## src/rtl/config_pkg.sv

```systemverilog
// rtl/config_pkg.sv - system-wide clock and UART link configuration
package config_pkg;

    localparam int UartClkHz    = 100_000_000;
    localparam int UartBaud     = 115_200;
    localparam int UartBaudDiv  = UartClkHz / UartBaud;
    localparam int UartDataBits = 8;

endpackage : config_pkg

```

## src/rtl/uart_pkg.sv

```systemverilog
// rtl/uart_pkg.sv - shared UART types
package uart_pkg;

    typedef enum logic [1:0] {
        IDLE  = 2'd0,
        START = 2'd1,
        DATA  = 2'd2,
        STOP  = 2'd3
    } uart_tx_state_t;

endpackage : uart_pkg

```

## src/rtl/uart_tx_if.sv

```systemverilog
// rtl/uart_tx_if.sv - FIFO read-side handshake between a byte FIFO and the transmitter
interface uart_tx_if;

    logic [7:0] fifo_data;
    logic       fifo_empty;
    logic       ack;

    modport master (
        output fifo_data,
        output fifo_empty,
        input  ack
    );

    modport slave (
        input  fifo_data,
        input  fifo_empty,
        output ack
    );

endinterface : uart_tx_if

```

## src/rtl/uart_baud_gen.sv

```systemverilog
// rtl/uart_baud_gen.sv - free-running bit-period counter, tick on the last cycle of each bit
module uart_baud_gen #(
    parameter int BaudDiv = 4
) (
    input  logic clk_i,
    input  logic reset_i,
    input  logic clear_i,
    output logic tick_o
);

    localparam int CntW = (BaudDiv > 2) ? $clog2(BaudDiv) : 1;
    localparam logic [CntW-1:0] CntLast = CntW'(BaudDiv - 1);

    logic [CntW-1:0] cnt_q;
    logic [CntW-1:0] cnt_d;

    assign tick_o = (cnt_q == CntLast);

    always_comb begin
        cnt_d = cnt_q + CntW'(1);
        if (clear_i || tick_o) begin
            cnt_d = '0;
        end
    end

    always_ff @(posedge clk_i) begin
        if (reset_i) begin
            cnt_q <= '0;
        end else begin
            cnt_q <= cnt_d;
        end
    end

endmodule : uart_baud_gen

```

## src/rtl/uart_tx.sv

```systemverilog
// rtl/uart_tx.sv - 8N1 serial transmitter popping one byte per frame from a FIFO head
module uart_tx
    import config_pkg::*;
    import uart_pkg::*;
#(
    parameter int BaudDiv = UartBaudDiv
) (
    input  logic     clk_i,
    input  logic     reset_i,
    uart_tx_if.slave fifo_if,
    output logic     tx_o,
    output logic     busy_o
);

    localparam int BitIdxW = $clog2(UartDataBits);
    localparam logic [BitIdxW-1:0] LastBit = BitIdxW'(UartDataBits - 1);

    if (BaudDiv < 2) begin : g_bad_baud_div
        $error("uart_tx: BaudDiv must be at least 2");
    end

    uart_tx_state_t           state_q, state_d;
    logic [UartDataBits-1:0]  shift_q, shift_d;
    logic [BitIdxW-1:0]       bit_idx_q, bit_idx_d;
    logic                     tx_q, tx_d;
    logic                     busy_q, busy_d;
    logic                     ack_q, ack_d;
    logic                     baud_clear;
    logic                     baud_tick;

    // Held clear while idle so the start bit gets a full period from the sampling edge.
    uart_baud_gen #(
        .BaudDiv (BaudDiv)
    ) u_baud_gen (
        .clk_i   (clk_i),
        .reset_i (reset_i),
        .clear_i (baud_clear),
        .tick_o  (baud_tick)
    );

    always_comb begin
        state_d    = state_q;
        shift_d    = shift_q;
        bit_idx_d  = bit_idx_q;
        tx_d       = tx_q;
        busy_d     = busy_q;
        ack_d      = 1'b0;
        baud_clear = 1'b0;

        unique case (state_q)
            IDLE: begin
                baud_clear = 1'b1;
                tx_d       = 1'b1;
                busy_d     = 1'b0;
                if (!fifo_if.fifo_empty) begin
                    shift_d = fifo_if.fifo_data;
                    ack_d   = 1'b1;
                    tx_d    = 1'b0;
                    busy_d  = 1'b1;
                    state_d = START;
                end
            end
            START: begin
                if (baud_tick) begin
                    state_d   = DATA;
                    bit_idx_d = '0;
                    tx_d      = shift_q[0];
                end
            end
            DATA: begin
                if (baud_tick) begin
                    if (bit_idx_q == LastBit) begin
                        state_d = STOP;
                        tx_d    = 1'b1;
                    end else begin
                        shift_d   = shift_q >> 1;
                        bit_idx_d = bit_idx_q + BitIdxW'(1);
                        tx_d      = shift_q[1];
                    end
                end
            end
            STOP: begin
                if (baud_tick) begin
                    state_d = IDLE;
                    busy_d  = 1'b0;
                end
            end
            default: begin
                state_d = IDLE;
            end
        endcase
    end

    always_ff @(posedge clk_i) begin
        if (reset_i) begin
            state_q   <= IDLE;
            shift_q   <= '0;
            bit_idx_q <= '0;
            tx_q      <= 1'b1;
            busy_q    <= 1'b0;
            ack_q     <= 1'b0;
        end else begin
            state_q   <= state_d;
            shift_q   <= shift_d;
            bit_idx_q <= bit_idx_d;
            tx_q      <= tx_d;
            busy_q    <= busy_d;
            ack_q     <= ack_d;
        end
    end

    assign tx_o        = tx_q;
    assign busy_o      = busy_q;
    assign fifo_if.ack = ack_q;

endmodule : uart_tx
```

## src/flat_wrapper.sv

```systemverilog
// flat-port wrapper written by rule: the top's interface ports become plain ports
module uart_tx_flat import config_pkg::*; import uart_pkg::*;
#(
    parameter int BaudDiv = UartBaudDiv
)
  (clk_i, reset_i, tx_o, busy_o, fifo_if_fifo_data, fifo_if_fifo_empty, fifo_if_ack);
  uart_tx_if fifo_if_i ();
  input  logic clk_i;
  input  logic reset_i;
  output logic tx_o;
  output logic busy_o;
  input wire logic [$bits(fifo_if_i.fifo_data)-1:0] fifo_if_fifo_data;
  input wire logic [$bits(fifo_if_i.fifo_empty)-1:0] fifo_if_fifo_empty;
  output wire logic [$bits(fifo_if_i.ack)-1:0] fifo_if_ack;
  assign fifo_if_i.fifo_data = fifo_if_fifo_data;
  assign fifo_if_i.fifo_empty = fifo_if_fifo_empty;
  assign fifo_if_ack = fifo_if_i.ack;
  uart_tx #(.BaudDiv(BaudDiv)) u_core (.clk_i(clk_i), .reset_i(reset_i), .fifo_if(fifo_if_i), .tx_o(tx_o), .busy_o(busy_o));
endmodule
```

## config.mk

```make
export PLATFORM = sky130hd
export DESIGN_NAME = uart_tx_flat
export DESIGN_NICKNAME = d
export VERILOG_FILES = /design/src/rtl/config_pkg.sv /design/src/rtl/uart_pkg.sv /design/src/rtl/uart_tx_if.sv /design/src/rtl/uart_baud_gen.sv /design/src/rtl/uart_tx.sv /design/src/flat_wrapper.sv
export SDC_FILE = /design/constraint.sdc
export NUM_CORES = 1
export LEC_CHECK = 0
export CORE_MARGIN = 5
export CORE_UTILIZATION = 45
export CTS_CLUSTER_SIZE = 28
export DETAILED_ROUTE_END_ITERATION = 8
export PLACE_DENSITY = 0.66
export REMOVE_ABC_BUFFERS = 1
export SLEW_MARGIN = 20
export SYNTH_ARGS = -nofsm -noshare
export SYNTH_HDL_FRONTEND = slang
export SYNTH_SLANG_ARGS = --single-unit
```

## constraint.sdc

```tcl
create_clock -name clk_i -period 3.76 [get_ports clk_i]
set_input_delay 0.752 -clock clk_i [delete_from_list [all_inputs] [get_ports clk_i]]
set_output_delay 0.752 -clock clk_i [all_outputs]
set_load 0.05 [all_outputs]
```

==> results.json <==
{
  "finalCritPeriodShare_pct": 60.0,
  "yosysTopAreaCellShare_pct": 39.4,
  "clk_pin_slew_ps": 140,
  "start_kind": "register",
  "path_class": "register to output port",
  "max-cap-violations": 0,
  "initial_core_util_pct": 47.5,
  "gp_congestion": 0.790,
  "post-cts-setup-buffers": 0,
  "die_y_um": 64.2,
  "skew_ps": 2.49,
  "crit_slowest_cell": "clkdlybuf4s50_1",
  "antenna_left": 0,
  "pin_count": 14,
  "htreeDepth": 1,
  "wl_per_cell_um": 13.1,
  "peakVddDrop_uv": 514,
  "numCtsBuffers": 3,
  "cp-end-kind": "output port",
  "yosysUniqueCellTypes": 33,
  "cts_tree": "yes",
  "powerDensity_nw_per_um2": 597,
  "hp-class": "register to register",
  "wl_um": 2420,
  "cp_data_required_time_ps": 3010,
  "rsz0062_at_grt": "no",
  "fin_setup_tns_ps": 0,
  "synth.area.top_cells": "dfxtp_1 39%, ha_1 7.6%, mux2i_1 6.8%",
  "report.final.slew_viol_count": 0,
  "fp.dieW_um": 64.2,
  "hpwl_um": 1790,
  "crit_family": "buffers and inverters",
  "hold_depth": 1,
  "n_fill_cell": 267,
  "grt_start_max_net_pins": 17,
  "grt_pass1_vias": 1023,
  "nets": 174,
  "antenna_found_initial": 0,
  "syn-cell-area_um2": 1320,
  "finalHoldViolations": 0,
  "grt_pass1_wl_um": 4430,
  "placed_cells": 181,
  "cts_resized": 0,
  "netlist_top_cells_count": "26 x dfxtp_1, 14 x nor2_1, 12 x a21oi_1",
  "async_flop_share_pct": 0,
  "reg2reg_depth": 5,
  "run_status": "finished clean",
  "p_leak_nw": 0.549,
  "top_layer_used": "met4",
  "synth_top_flop_cell": "dfxtp_1",
  "via_count": 1044,
  "slowest_delay_ps": 810,
  "core_um2": 2780,
  "multi_input_area_um2": 746,
  "hold_start": "u_core.u_baud_gen.cnt_q[0]",
  "stdcell_count": 185,
  "cts_sinks": 26,
  "drcViolationCount": 0,
  "holdBufCountCts": 0,
  "rows": 19,
  "synth_edf_count": 0,
  "diodes": 0,
  "netlist_instances": 143,
  "ys_ff_latch": 26,
  "final_core_util_pct": 54.3,
  "drt_pass1_iterations": 4,
  "yosysTopAreaCell": "dfxtp_1",
  "path_max_fanout": 2,
  "tightest_slew_ps": 643,
  "avgSynthCellArea_um2": 9.25,
  "portBuffers": 13,
  "syn2layout_area_growth_pct": 14.2,
  "clock_latency_ps": 320,
  "r2r-end": "u_core.bit_idx_q[0]",
  "clockBufferDepth": 2,
  "m1WireLength_um": 1200,
  "yosysSeqAreaShare_pct": 39.4,
  "clock.fmax_ghz": 0.443,
  "holdPathEnd": "u_core.u_baud_gen.cnt_q[0]",
  "grt_overflow_total": 0,
  "r2r_start": "u_core.state_q[0]",
  "timing.slew.headroom_pct": 57.1,
  "met3_length_um": 85,
  "worst-path-buf-inv": 1,
  "die_area_um2": 4120,
  "reg2reg_slack_ps": 1690,
  "yosysMostFrequentCell": "dfxtp_1",
  "grt_usage_pct": 13.0,
  "setup_viol": 0,
  "arrival_ps": 1500,
  "cts_root_buffer": "clkbuf_4",
  "ys_warn_count": 0,
  "final.min_clock_period_ps": 2260,
  "drtIter0Drc": 47,
  "path_cells": "clkdlybuf4s50_1",
  "drive_above_1_share_pct": 5.84,
  "wl_met2_um": 1110,
  "seqCellArea_um2": 520,
  "via_per_inst": 5.64
}
## placed cells by master (no fill, tap or decap)
cell,count
dfxtp_1,26
nor2_1,14
clkdlybuf4s50_1,13
a21oi_1,12
mux2i_1,9
nand2_1,8
ha_1,8
o21ai_0,7
a311oi_1,7
inv_1,6
nand3_1,5
nand4_1,4
xnor2_1,4
xor2_1,4
and3_1,3
nand2b_1,3
clkbuf_4,3
or4b_1,2
nor3_1,2
a31oi_1,2
and2_2,1
and4b_4,1
nor3_4,1
nand3_4,1
or4_1,1
o21a_1,1
a41o_2,1
or3_1,1
o211ai_1,1
a2111o_1,1
o211a_1,1
bufinv_16,1
## cells by family after synthesis
family	count (synthesis)	share of synthesized area, %
compound gates	33	16.4
mux	9	6.81
flops	26	39.4
fa+ha+maj	8	7.57
simple gates	47	20.3
xor+xnor	8	5.30
buf+inv	12	4.26
## metrics by stage
stage	power [W]	worst slack, ps	hold slack, ps	area, µm²
floorplan	0.000629	1880	430	1290
global placement	0.000707	1590	439	1460
detailed placement	0.000717	1560	452	1460
CTS	0.000908	1490	484	1510
global route	0.000978	1450	527	1510
finish	0.000901	1500	481	1510
## per-layer routing
layer  global-route usage (%)  up-vias
met3                     4.38        2
met2                     19.6       18
met1                     17.2      483
met5                        0        -
li1                         -      541
met4                     4.83        0
## sequential cells by signal (all words and copies together) (netlist names)
name,cells
u_core.u_baud_gen.cnt_q,10
u_core.shift_q,8
u_core.bit_idx_q,3
u_core.state_q,2
u_core.busy_o,1
u_core.fifo_if.ack,1
u_core.tx_o,1
## where the power goes
part	switching (W)	internal, W
registers	0.0000336	0.000330
logic	0.000204	0.000143
clock network	0.0000835	0.000108
total	0.000321	0.000581
## layout make-up
cell class	instances	area share (%)
Timing Repair Buffer	13	8.62
Multi-Input combinational cell	105	49.4
Inverter	6	1.49
Tap cell	31	2.57
Clock inverter	1	1.99
Clock buffer	3	1.49
Sequential cell	26	34.5
## how the worst max path moves through the flow
stage	startpoint	to	slack [ps]	depth (start not counted)
after floorplan	u_core.state_q[0]	u_core.state_q[0]	1880	5
after global placement	fifo_if_fifo_empty	u_core.shift_q[3]	1590	5
after detailed placement	reset_i	u_core.u_baud_gen.cnt_q[9]	1560	4
after CTS	u_core.busy_o	busy_o	1490	1
after global routing	u_core.busy_o	busy_o	1450	1
final	u_core.busy_o	busy_o	1500	1
No activity file was read; power rests on OpenSTA's default activity.
